### config.mk
export PLATFORM = sky130hd
export DESIGN_NAME = vote_collector_flat
export DESIGN_NICKNAME = d
export VERILOG_FILES = /design/src/rtl/vote_pkg.sv /design/src/rtl/vote_collector_if.sv /design/src/rtl/vote_round_timer.sv /design/src/rtl/vote_collector.sv /design/src/flat_wrapper.sv
export SDC_FILE = /design/constraint.sdc
export NUM_CORES = 1
export LEC_CHECK = 0
export ABC_AREA = 1
export BUFFER_PORTS_ARGS = -buffer_cell sky130_fd_sc_hd__buf_2
export CAP_MARGIN = 20
export CORE_ASPECT_RATIO = 1.25
export CORE_MARGIN = 2
export CORE_UTILIZATION = 35
export CTS_BUF_LIST = sky130_fd_sc_hd__clkbuf_2
export CTS_CLUSTER_SIZE = 40
export DETAILED_ROUTE_END_ITERATION = 10
export GPL_ROUTABILITY_DRIVEN = 0
export SLEW_MARGIN = 15
export SYNTH_ARGS = -nofsm -noshare
export SYNTH_HDL_FRONTEND = slang
export SYNTH_SLANG_ARGS = --single-unit
### constraint.sdc
create_clock -name clk -period 6.8 [get_ports clk]
set_clock_uncertainty 0.2 [all_clocks]
set_input_delay 0.68 -clock clk [delete_from_list [all_inputs] [get_ports clk]]
set_output_delay 0.68 -clock clk [all_outputs]
set_load 0.01 [all_outputs]
### src/rtl/vote_pkg.sv
// Shared types and helpers for the vote collector.
package vote_pkg;

  localparam int unsigned NUM_VOTERS = 5;

  typedef enum logic [1:0] {
    IDLE    = 2'd0,
    COLLECT = 2'd1,
    PRESENT = 2'd2
  } vote_state_t;

  function automatic logic vote_id_legal(input logic [2:0] id);
    return (id >= 3'd1) && (id <= 3'd5);
  endfunction

endpackage

### src/rtl/vote_collector_if.sv
// Vote input and assembled-vector output handshakes of the vote collector.
// Stats ports exist only when VOTE_COLLECTOR_STATS_EN is defined.
interface vote_collector_if;
  import vote_pkg::*;

  logic                  vote_valid;
  logic [2:0]            vote_id;
  logic                  vote_val;
  logic                  vote_ready;
  logic [NUM_VOTERS:1]   x_out;
  logic [NUM_VOTERS:1]   missing_mask;
  logic                  timed_out;
  logic                  out_valid;
  logic                  out_ready;
  logic                  dup_err;
  logic                  bad_id;
`ifdef VOTE_COLLECTOR_STATS_EN
  logic [15:0]           round_cnt;
  logic [15:0]           timeout_cnt;

  // master: voters + downstream consumer; slave: the collector
  modport master (
    output vote_valid, vote_id, vote_val, out_ready,
    input  vote_ready, x_out, missing_mask, timed_out, out_valid, dup_err, bad_id,
           round_cnt, timeout_cnt
  );
  modport slave (
    input  vote_valid, vote_id, vote_val, out_ready,
    output vote_ready, x_out, missing_mask, timed_out, out_valid, dup_err, bad_id,
           round_cnt, timeout_cnt
  );
`else
  modport master (
    output vote_valid, vote_id, vote_val, out_ready,
    input  vote_ready, x_out, missing_mask, timed_out, out_valid, dup_err, bad_id
  );
  modport slave (
    input  vote_valid, vote_id, vote_val, out_ready,
    output vote_ready, x_out, missing_mask, timed_out, out_valid, dup_err, bad_id
  );
`endif

endinterface

### src/rtl/vote_round_timer.sv
// Saturating round timer; expired_c_o flags the edge on which the count reaches TIMEOUT_CYCLES.
module vote_round_timer #(
  parameter int unsigned TIMEOUT_CYCLES = 16
) (
  input  logic clk,
  input  logic rst_n,
  input  logic clr_i,
  input  logic en_i,
  output logic expired_c_o
);

  localparam int unsigned CW = $clog2(TIMEOUT_CYCLES + 1);
  localparam logic [CW-1:0] CNT_MAX  = CW'(TIMEOUT_CYCLES);
  localparam logic [CW-1:0] CNT_LAST = CW'(TIMEOUT_CYCLES - 1);

  logic [CW-1:0] cnt_q;

  always_ff @(posedge clk or negedge rst_n) begin
    if (!rst_n) begin
      cnt_q <= '0;
    end else if (clr_i) begin
      cnt_q <= '0;
    end else if (en_i && (cnt_q != CNT_MAX)) begin
      cnt_q <= cnt_q + CW'(1);
    end
  end

  assign expired_c_o = en_i && !clr_i && (cnt_q >= CNT_LAST);

endmodule

### src/rtl/vote_collector.sv
// Collects five voter bits in any order and presents them as one vector with a missing mask.
// Optional VOTE_COLLECTOR_STATS_EN adds saturating round and timeout counters.
module vote_collector
  import vote_pkg::*;
#(
  parameter int unsigned TIMEOUT_CYCLES = 16,
  parameter logic        MISSING_VAL    = 1'b0
) (
  input  logic             clk,
  input  logic             rst_n,
  vote_collector_if.slave  vote_if
);

  localparam int unsigned VW = NUM_VOTERS;
  localparam logic [VW:1] FULL_MASK = '1;

  vote_state_t  state_q;
  logic [VW:1]  rcv_q, x_q, miss_q;
  logic         timed_out_q, out_valid_q, dup_q, bad_q;

  logic         vote_ready_c, accept_c, legal_c, seen_c, new_c, hs_c;
  logic         expired_c, tmr_clr_c, tmr_en_c;
  logic [VW:1]  id_oh_c, new_oh_c, rcv_d, x_d;

  // Decode the offered vote against the mask collected so far
  always_comb begin
    vote_ready_c = (state_q != PRESENT);
    accept_c     = vote_if.vote_valid && vote_ready_c;
    legal_c      = vote_id_legal(vote_if.vote_id);
    id_oh_c      = legal_c ? (VW'(1) << (vote_if.vote_id - 3'd1)) : '0;
    seen_c       = |(rcv_q & id_oh_c);
    new_c        = accept_c && legal_c && !seen_c;
    new_oh_c     = new_c ? id_oh_c : '0;
    rcv_d        = rcv_q | new_oh_c;
    x_d          = (x_q & ~new_oh_c) | (vote_if.vote_val ? new_oh_c : '0);
    hs_c         = out_valid_q && vote_if.out_ready;
    tmr_clr_c    = ((state_q == IDLE) && new_c) || hs_c;
    tmr_en_c     = (state_q == COLLECT);
  end

  vote_round_timer #(
    .TIMEOUT_CYCLES (TIMEOUT_CYCLES)
  ) u_timer (
    .clk         (clk),
    .rst_n       (rst_n),
    .clr_i       (tmr_clr_c),
    .en_i        (tmr_en_c),
    .expired_c_o (expired_c)
  );

  always_ff @(posedge clk or negedge rst_n) begin
    if (!rst_n) begin
      state_q     <= IDLE;
      rcv_q       <= '0;
      x_q         <= '0;
      miss_q      <= '0;
      timed_out_q <= 1'b0;
      out_valid_q <= 1'b0;
      dup_q       <= 1'b0;
      bad_q       <= 1'b0;
    end else begin
      dup_q <= accept_c && legal_c && seen_c;
      bad_q <= accept_c && !legal_c;
      case (state_q)
        IDLE: begin
          rcv_q <= rcv_d;
          x_q   <= x_d;
          if (new_c) state_q <= COLLECT;
        end
        COLLECT: begin
          rcv_q <= rcv_d;
          // A completing vote beats a timeout on the same edge
          if (rcv_d == FULL_MASK) begin
            x_q         <= x_d;
            out_valid_q <= 1'b1;
            state_q     <= PRESENT;
          end else if (expired_c) begin
            x_q         <= (x_d & rcv_d) | ({VW{MISSING_VAL}} & ~rcv_d);
            miss_q      <= ~rcv_d;
            timed_out_q <= 1'b1;
            out_valid_q <= 1'b1;
            state_q     <= PRESENT;
          end else begin
            x_q <= x_d;
          end
        end
        PRESENT: begin
          if (vote_if.out_ready) begin
            rcv_q       <= '0;
            miss_q      <= '0;
            timed_out_q <= 1'b0;
            out_valid_q <= 1'b0;
            state_q     <= IDLE;
          end
        end
        default: state_q <= IDLE;
      endcase
    end
  end

  assign vote_if.vote_ready   = vote_ready_c;
  assign vote_if.x_out        = x_q;
  assign vote_if.missing_mask = miss_q;
  assign vote_if.timed_out    = timed_out_q;
  assign vote_if.out_valid    = out_valid_q;
  assign vote_if.dup_err      = dup_q;
  assign vote_if.bad_id       = bad_q;

`ifdef VOTE_COLLECTOR_STATS_EN
  logic [15:0] round_cnt_q, timeout_cnt_q;

  // Saturating per-handshake statistics
  always_ff @(posedge clk or negedge rst_n) begin
    if (!rst_n) begin
      round_cnt_q   <= '0;
      timeout_cnt_q <= '0;
    end else if (hs_c) begin
      if (round_cnt_q != 16'hFFFF) round_cnt_q <= round_cnt_q + 16'd1;
      if (timed_out_q && (timeout_cnt_q != 16'hFFFF)) timeout_cnt_q <= timeout_cnt_q + 16'd1;
    end
  end

  assign vote_if.round_cnt   = round_cnt_q;
  assign vote_if.timeout_cnt = timeout_cnt_q;
`endif

endmodule

### src/flat_wrapper.sv
// flat-port wrapper written by rule: the top's interface ports become plain ports
module vote_collector_flat import vote_pkg::*;
#(
  parameter int unsigned TIMEOUT_CYCLES = 16,
  parameter logic        MISSING_VAL    = 1'b0
)
  (clk, rst_n, vote_if_vote_valid, vote_if_vote_id, vote_if_vote_val, vote_if_out_ready, vote_if_vote_ready, vote_if_x_out, vote_if_missing_mask, vote_if_timed_out, vote_if_out_valid, vote_if_dup_err, vote_if_bad_id);
  vote_collector_if vote_if_i ();
  input  logic clk;
  input  logic rst_n;
  input wire logic [$bits(vote_if_i.vote_valid)-1:0] vote_if_vote_valid;
  input wire logic [$bits(vote_if_i.vote_id)-1:0] vote_if_vote_id;
  input wire logic [$bits(vote_if_i.vote_val)-1:0] vote_if_vote_val;
  input wire logic [$bits(vote_if_i.out_ready)-1:0] vote_if_out_ready;
  output wire logic [$bits(vote_if_i.vote_ready)-1:0] vote_if_vote_ready;
  output wire logic [$bits(vote_if_i.x_out)-1:0] vote_if_x_out;
  output wire logic [$bits(vote_if_i.missing_mask)-1:0] vote_if_missing_mask;
  output wire logic [$bits(vote_if_i.timed_out)-1:0] vote_if_timed_out;
  output wire logic [$bits(vote_if_i.out_valid)-1:0] vote_if_out_valid;
  output wire logic [$bits(vote_if_i.dup_err)-1:0] vote_if_dup_err;
  output wire logic [$bits(vote_if_i.bad_id)-1:0] vote_if_bad_id;
  assign vote_if_i.vote_valid = vote_if_vote_valid;
  assign vote_if_i.vote_id = vote_if_vote_id;
  assign vote_if_i.vote_val = vote_if_vote_val;
  assign vote_if_i.out_ready = vote_if_out_ready;
  assign vote_if_vote_ready = vote_if_i.vote_ready;
  assign vote_if_x_out = vote_if_i.x_out;
  assign vote_if_missing_mask = vote_if_i.missing_mask;
  assign vote_if_timed_out = vote_if_i.timed_out;
  assign vote_if_out_valid = vote_if_i.out_valid;
  assign vote_if_dup_err = vote_if_i.dup_err;
  assign vote_if_bad_id = vote_if_i.bad_id;
  vote_collector #(.TIMEOUT_CYCLES(TIMEOUT_CYCLES), .MISSING_VAL(MISSING_VAL)) u_core (.clk(clk), .rst_n(rst_n), .vote_if(vote_if_i));
endmodule
== After elaboration in Yosys (flattened, before gate mapping) ==
Index checks and enable logic that the tools add are counted.
W data, S select, Z words.

* Bits in registers: 26
* Input port bits: 8
* Output and inout port bits: 15
* Word-level logic and storage cells: 82

* $add $sub $neg: 2
* $lt $le $gt $ge: 3
* Equality and inequality tests: 10
* Shift-type cells: 1
* Muxes and demuxes: 24
* Bitwise logic cells: 7
* Reduce and logical (&&, ||, !) cells: 26

{| class="wikitable"
|+ Operators with widths
! kind !! number
|-
| $mux W5 || 10
|-
| $pmux W5 S2 || 3
|-
| $and A5 B5 Y5 || 3
|-
| $logic_and A1 B1 Y1 || 11
|-
| $not A5 Y5 || 2
|-
| $or A5 B5 Y5 || 2
|-
| $mux W2 || 4
|-
| $reduce_bool A2 Y1 || 4
|-
| $ne A2 B2 Y1 const B || 3
|-
| $pmux W2 S3 || 1
|-
| $reduce_and A3 Y1 || 2
|-
| $add A5 B1 Y5 const B || 1
|-
| $eq A5 B5 Y1 const B || 1
|-
| $ge A5 B4 Y1 const B || 1
|-
| $ne A5 B5 Y1 const B || 1
|-
| $reduce_or A5 Y1 || 1
|-
| $shl A1 B3 Y5 const A || 1
|-
| $mux W1 || 4
|-
| $ne A2 B1 Y1 const B || 2
|-
| $pmux W1 S2 || 2
|-
| $reduce_and A4 Y1 || 1
|-
| $ge A3 B1 Y1 const B || 1
|-
| $le A3 B3 Y1 const B || 1
|-
| $logic_not A1 Y1 || 3
|-
| 8 further kinds || 8
|}

== Longest topological paths before layout ==
Gate-level depths: netlist of the first run.

* Depth in word-level cells: 15
* Gate-level depth with buffers: 14

== Modules after synthesis ==
A second synthesis of the first run with hierarchy kept.

* Cells, all modules: 209
* Area total of the unflattened synthesis: 1675.4 µm²

{| class="wikitable"
|+ Modules (own cells, without submodules)
! module !! instances !! cells each !! area an instance (µm²) !! sequential area each (µm²)
|-
| vote_collector || 1 || 160 || 1322.5 || 525.5
|-
| vote_round_timer || 1 || 49 || 352.8 || 125.1
|}

== Least setup slack after synthesis of the first run ==
OpenSTA, ideal clock, no wires.

* Path kind: register to register
* Start point: reg u_core.state_q[0]
* End point: reg u_core.miss_q (netlist bit u_core.vote_if.missing_mask[1])
* Setup time: 0.121 ns
* Arrival: 1.928 ns
* Slack: 4.551 ns
* Cell stages (with the launch flop): 14
* Buffers on the path: 1
* Cell sequence: dfrtp_1 -> inv_1 -> ha_1 -> inv_1 -> nand2_4 -> nor2_8 -> nand4_2 -> nand2_1 -> nand3_2 -> nor2_1 -> nand2_1 -> nand2_2 -> buf_6 -> o21ai_1

* Word-level cells in the longest chain between the ends: 11
* Elaborated cells between the ends (all ways): 24
* Those cells by class: eq/ne (7); mux (4); bitwise (2); reduce/logical (11)

{| class="wikitable"
|+ Ends and longest elaborated chain
! what !! RTL line !! text
|-
| start: declaration || vote_collector.sv:17 || <nowiki>vote_state_t state_q;</nowiki>
|-
| start signal: assignment || vote_collector.sv:53 || <nowiki>state_q <= IDLE;</nowiki>
|-
| start signal: assignment || vote_collector.sv:68 || <nowiki>if (new_c) state_q <= COLLECT;</nowiki>
|-
| start signal: assignment || vote_collector.sv:76 || <nowiki>state_q <= PRESENT;</nowiki>
|-
| $ne A2 B2 Y1 (*) || vote_collector.sv:27 || <nowiki>vote_ready_c = (state_q != PRESENT);</nowiki>
|-
| net vote_if_vote_ready || flat_wrapper.sv:15 || <nowiki>output wire logic [$bits(vote_if_i.vote_ready)-1:0] vote_if_vote_ready;</nowiki>
|-
| $logic_and A1 B1 Y1 (*) || vote_collector.sv:28 || <nowiki>accept_c = vote_if.vote_valid && vote_ready_c;</nowiki>
|-
| $logic_and A1 B1 Y1 (*) (2 in a row) || vote_collector.sv:32 || <nowiki>new_c = accept_c && legal_c && !seen_c;</nowiki>
|-
| parallel branches: the longest is 7 deep, another holds $mux W5 || -- ||
|-
| end signal: assignment || vote_collector.sv:79 || <nowiki>miss_q <= ~rcv_d;</nowiki>
|-
| end: declaration || vote_collector.sv:18 || <nowiki>logic [VW:1] rcv_q, x_q, miss_q;</nowiki>
|}

Mark *: on every way through the listed nets, which the timed path passes. The select of a mux whose other input is x is not followed.
A chain may end at the register's enable or synchronous reset.

== Worst setup path after layout of the first run ==
* Start point: reg u_core.state_q[0]
* End point: reg u_core.miss_q (netlist bit u_core.vote_if.missing_mask[1])

* Word-level cells in the longest chain between the ends: 11
* Elaborated cells between the ends (all ways): 24
* Those cells by class: eq/ne (7); mux (4); bitwise (2); reduce/logical (11)

{| class="wikitable"
|+ Ends and longest elaborated chain
! what
|-
| parallel branches: the longest is 11 deep, another holds $mux W5
|}

Several ways; the timed one is not identified. The select of a mux whose other input is x is not followed.

==> impl_metrics.json, run 1 <==
{
  "outcome": "finished clean",
  "dr_wl_met2_mm": 1.66,
  "clk_pin_slew_ps": 240,
  "ys_seq_area_share_pct": 41.4,
  "top_layer": "met4",
  "setup_tns_ps": 0,
  "synth_fp_nets": 208,
  "finalCritPeriodShare_pct": 37.3,
  "fin_hold_ws_ps": 65.6,
  "worst_pin_slew_ps": 646,
  "nets": 233,
  "yosysWarningCount": 0,
  "wl_met1_mm": 1.53,
  "cts.sink_count": 26,
  "grt_pass1_wl_mm": 5.93,
  "synth_common_cells": "39 x nand2_1, 26 x dfrtp_1, 20 x inv_1",
  "yosys.area_share.adder_pct": 4.78,
  "setup_violations": 0,
  "grtUsageTotal_pct": 14.9,
  "cts_resized": 0,
  "syn-mean-instance-area_um2": 8.10,
  "synthTopCellsByArea": "dfrtp_1 41%, nand2_1 9.3%, ha_1 4.8%",
  "dr.pass1.iters": 6,
  "syn_inst": 194,
  "hold_viol": 0,
  "max_freq_ghz": 0.394,
  "drcViolationCount": 0,
  "synth_top_area_share_pct": 41.4,
  "finalCoreUtilization_pct": 40.3,
  "htree_num_levels": 1,
  "cp_max_fo": 12,
  "core_area_um2": 4360,
  "drive_gt1_share_pct": 23.4,
  "synthSimpleGateAreaFrac_pct": 32.2,
  "grt_max_degree": 27,
  "die_area_um2": 5050,
  "irDropWorstVdd_mv": 0.140,
  "maxCapViolations": 0,
  "p_leak_nw": 0.863,
  "reg2reg_from": "u_core.state_q[0]$_DFFE_PN0P_",
  "antenna_found_initial": 0,
  "wire_per_inst_um": 12.2,
  "cts-root-buf": "clkbuf_2",
  "r2r_cells": 13,
  "finalCriticalPeriod_ps": 2540,
  "r2r_slack_ps": 4260,
  "synth-xor-area-share_pct": 1.11,
  "detail_route.vias_per_cell": 4.91,
  "antenna-diode-count": 0,
  "synth_compound_area_share_pct": 14.0,
  "grt_pass1_vias": 1280,
  "yosys_register_bits": 26,
  "postCtsSetupBuffers": 0,
  "overflow": 0,
  "syn_area_um2": 1570,
  "area_growth_pct": 11.9,
  "yosysUniqueCellTypes": 26,
  "dpl_cell_area_um2": 1740,
  "die_h_um": 78.9,
  "async_flop_share_pct": 100,
  "start_util_pct": 36.1,
  "cp.arrival_ps": 2640,
  "hpwl_mm": 2.70,
  "clk_path_buf_depth": 2,
  "pin_count": 23,
  "rr_endpoint": "u_core.vote_if.missing_mask[1]$_DFFE_PN0P_",
  "drt_wl_total_mm": 3.37,
  "clock_latency_ps": 360,
  "cts_tree": "yes",
  "synthFlopType": "dfrtp_1",
  "start_kind": "flip-flop",
  "synth.largest_area_cell": "dfrtp_1",
  "crit_start": "u_core.state_q[0]$_DFFE_PN0P_",
  "synthMuxAreaShare_pct": 0,
  "powerDensity_nw_per_um2": 378,
  "synth.most_common_cell": "nand2_1",
  "die-width_um": 63.9,
  "final_max_slew_viol_count": 0,
  "synth_edf_count": 0,
  "vias": 1354,
  "rsz0062_at_grt": "false",
  "worstPathRequired_ps": 6900,
  "end_kind": "flip-flop",
  "ant_nets": 0,
  "timing.slew.headroom_pct": 56.8,
  "crit_end": "u_core.vote_if.missing_mask[1]$_DFFE_PN0P_",
  "io_buffers": 22,
  "routed-wl-met3_um": 91,
  "fin_area_um2": 1760,
  "synth_top_family_by_area": "simple AND/OR/NAND/NOR gates",
  "core.rowCount": 27,
  "setup.worst_path.class": "flip-flop to flip-flop",
  "cts_buffers": 3,
  "postCtsHoldBufs": 0,
  "hp-class": "input port to asynchronous set/reset pin",
  "drt_iter0_markers": 79
}
[state kept, by name, summed over array words and instances (netlist names), 2 cells and up]
register                     flops
u_core.u_timer.cnt_q             5
u_core.rcv_q                     5
u_core.vote_if.x_out             5
u_core.state_q                   2
u_core.vote_if.missing_mask      5
[critical path, cell delays in order (launching register included)]
cell     delay (ps)
dfrtp_1         420
inv_1            70
ha_1            260
inv_1           250
nand2_4         120
nor2_8          180
nand4_2         190
nand2_1         140
nand3_2          90
nor2_1           90
nand2_1          70
nand2_2         240
nand2_1          80
o21ai_1          70
[report_power, final]
| part | internal, mW | switching [mW] | total, mW | leakage [nW] |
|---|---|---|---|---|
| registers | 0.208 | 0.0341 | 0.242 | 0.338 |
| clock network | 0.0128 | 0.0464 | 0.0591 | 0.0140 |
| logic | 0.129 | 0.233 | 0.363 | 0.511 |
| total | 0.350 | 0.314 | 0.664 | 0.863 |
[stage by stage]
stage               worst slack, ps  cells  total power, mW
global route                   3940    276            0.731
floorplan                      4550    194            0.519
finish                         4260    276            0.664
detailed placement             4230    272            0.614
global placement               4240    272            0.610
CTS                            4220    276            0.674
[cells in the final DEF (no fill, tap or decap), drive strengths merged]
master	n
nand2	48
dfrtp	26
inv	23
buf	22
o21ai	22
nor2	20
a21oi	14
nand3	12
nand4	10
ha	6
nor3	5
clkbuf	3
xor2	2
o21bai	1
o31ai	1
a31oi	1
or2	1
clkinv	1
[cell families (layout without fill, tap and decap cells)]
logic type	count (synthesis)	count (layout)
simple gates	96	96
compound gates	39	39
flops	26	26
buf+inv	25	49
fa+ha+maj	6	6
xor+xnor	2	2
[area by class of cell]
class	count	area (um2)
fillers	464	2600
multi-input cells	143	820
flip-flops and latches	26	651
repair buffers	22	110
inverters	23	86.3
well taps	58	72.6
clock buffers	3	15.0
clock inverters	1	3.75
[metal layers]
layer	up-vias	GRT usage, %
met5	-	0
met3	9	1.13
met4	0	6.30
met2	29	25.5
met1	628	19.1
li1	688	-
[worst min path at each step]
stage	slack, ps	start	depth (start not counted)	end
2_1_floorplan	180	rst_n	0	u_core.rcv_q[1]$_DFFE_PN0P_
3_3_place_gp	270	u_core.vote_if.missing_mask[1]$_DFFE_PN0P_	2	u_core.vote_if.missing_mask[1]$_DFFE_PN0P_
3_5_place_dp	270	u_core.vote_if.missing_mask[3]$_DFFE_PN0P_	2	u_core.vote_if.missing_mask[3]$_DFFE_PN0P_
4_1_cts	80	rst_n	1	u_core.vote_if.x_out[1]$_DFFE_PN0P_
5_1_grt	60	rst_n	1	u_core.vote_if.x_out[1]$_DFFE_PN0P_
6_report	70	rst_n	1	u_core.vote_if.x_out[1]$_DFFE_PN0P_
No activity file was read; power rests on OpenSTA's default activity.
==> run 2: changes to the inputs <==
Clock period 6.8 ns to 2.45 ns, I/O delays scaled along.
==> run 2 against run 1 <==
Clock-buffer cell count did not move. Worst hold slack worse by 15 ps. Cell count grew 2.9%. Via count rose by 2.4%. First-iteration DRC count increased by 24%. Combinational power rose to 3.1 times the previous value. Sequential power grew to 2.8 times the previous value. Clock power grew to 2.7 times the previous value. Critical endpoint is now u_core.vote_if.missing_mask[3]$_DFFE_PN0P_. Largest power group unchanged. Highest routed layer unchanged.
==> impl_metrics.json, run 2 (synthesis results as in run 1) <==
{
  "outcome": "finished clean",
  "htree_num_levels": 1,
  "cp_slowest_cell": "dfrtp_1",
  "clk_path_buf_depth": 2,
  "drcViolationCount": 0,
  "powerDensity_nw_per_um2": 1060,
  "antenna-diode-count": 0,
  "worst_pin_slew_ps": 577,
  "die_h_um": 78.9,
  "drt_wl_total_mm": 3.53,
  "mostFrequentLayoutCell": "nand2_1",
  "grt_max_degree": 27,
  "clk_pin_slew_ps": 260,
  "cp_max_fo": 7,
  "cp.arrival_ps": 2280,
  "final_max_slew_viol_count": 0,
  "p_clk_share_pct": 8.3,
  "io_buffers": 22,
  "switchingPower_mw": 0.905,
  "seqCellArea_um2": 651,
  "ant_nets": 0,
  "p_sw_share_pct": 46.3,
  "multi_input_area_um2": 837,
  "vias": 1386,
  "die_area_um2": 5050,
  "dp_cells": 277,
  "maxCapViolations": 0,
  "start_util_pct": 36.1,
  "core.rowCount": 27,
  "nets": 242,
  "detail_route.vias_per_cell": 4.88,
  "grt_pass1_vias": 1343,
  "num-fill-cells": 456,
  "finalCritPeriodShare_pct": 90.3,
  "worstPathRequired_ps": 2510,
  "die-width_um": 63.9,
  "setup.worst_path.class": "flip-flop to flip-flop",
  "start_kind": "flip-flop",
  "final_cell_mix": "38 x nand2_1, 26 x dfrtp_1, 22 x buf_2",
  "end_kind": "flip-flop",
  "grt_pass1_wl_mm": 6.19,
  "fin_hold_ws_ps": 50.4,
  "hp-class": "input port to flip-flop",
  "power_frac_comb_pct": 57.4,
  "pin_count": 23,
  "power_frac_seq_pct": 34.3,
  "drive_gt1_share_pct": 26.5,
  "cts_tree": "yes",
  "path_cells": "inv_1, ha_1, inv_1, nand2_4, nor2_8, nand4_2, nand2_1, nand3_2, nor2_1, nand2_1, nand2_2, o21ai_2",
  "r2r_slack_ps": 240,
  "drt_iter0_markers": 98,
  "irDropWorstVdd_mv": 0.417,
  "hold_viol": 0,
  "final_cell_count_no_fill": 284,
  "cts.sink_count": 26,
  "clock_latency_ps": 350,
  "internal_power_mw": 1.05,
  "dr.pass1.iters": 4,
  "timing.slew.headroom_pct": 61.5,
  "antenna_found_initial": 0,
  "hpwl_mm": 2.74,
  "hold_depth": 3,
  "area_growth_pct": 16.9,
  "r2r_cells": 12,
  "grtUsageTotal_pct": 15.4,
  "cts_buffers": 3,
  "max_freq_ghz": 0.452,
  "overflow": 0,
  "p_leak_nw": 0.902,
  "setup_violations": 0,
  "cts-root-buf": "clkbuf_2",
  "core_area_um2": 4360,
  "wire_per_inst_um": 12.4,
  "max_stage_delay_ps": 410,
  "finalCriticalPeriod_ps": 2210
}
-- run 2: through the flow --
stage	cell area [um2]	setup TNS [ps]	utilization, %	setup WS (ps)	power, mW
after floorplan	1570	0	-	201	1.44
after global placement	1780	0	40.8	210	1.75
after detailed placement	1780	0	40.8	187	1.76
after CTS	1810	0	41.6	99.6	1.93
after global routing	1840	-6.31	42.1	-6.31	2.15
final	1840	0	42.1	237	1.95
-- run 2: critical path: cells and delay by family, from the launching register on --
family	cells	cell delay [ps]
DFF	1	410
buffers and inverters	2	170
and+or+nand+nor	8	1060
adders and majority gates	1	210
AOI/OAI and AO/OA	1	70
-- run 2: power by group through the flow --
stage / registers [mW] / clock network (mW) / logic [mW]
2_1_floorplan: 0.719 / 0 / 0.720
3_3_place_gp: 0.682 / 0 / 1.07
3_5_place_dp: 0.686 / 0 / 1.08
4_1_cts: 0.677 / 0.172 / 1.08
5_1_grt: 0.690 / 0.191 / 1.27
6_report: 0.670 / 0.162 / 1.12
-- run 2: worst paths after layout --
kind | end | start
setup reg to reg | u_core.vote_if.missing_mask[3]$_DFFE_PN0P_ | u_core.state_q[0]$_DFFE_PN0P_
setup / recovery | u_core.vote_if.missing_mask[3]$_DFFE_PN0P_ | u_core.state_q[0]$_DFFE_PN0P_
hold reg to reg | u_core.vote_if.missing_mask[4]$_DFFE_PN0P_ | u_core.vote_if.missing_mask[4]$_DFFE_PN0P_
min in group asynchronous | u_core.vote_if.x_out[2]$_DFFE_PN0P_ | rst_n
hold / removal | u_core.vote_if.bad_id$_DFF_PN0_ | vote_if_vote_id[1]
max in group asynchronous | u_core.vote_if.bad_id$_DFF_PN0_ | rst_n
-- run 2: layout make-up --
type | instances | share of cell area (%)
repair buffers | 30 | 9.54
flip-flops and latches | 26 | 35.4
multi-input cells | 144 | 45.6
well taps | 58 | 3.95
inverters | 23 | 4.70
clock buffers | 3 | 0.817
-- run 2: timing repair --
item,CTS,global route
gates resized for setup,0,3
buffers inserted,0,1
endpoints found under the setup margin,0,6
endpoints found under the hold margin,28,0
hold buffers,2,0
-- run 2: layer usage --
metal,share of wire (%),vias up,wire length (um),GRT usage [%]
li1,-,716,-,-
met1,44,629,1570,20.0
met2,51,37,1790,26.7
met3,3.4,4,121,0.992
met4,1.5,0,53,5.43
met5,0,-,0,0
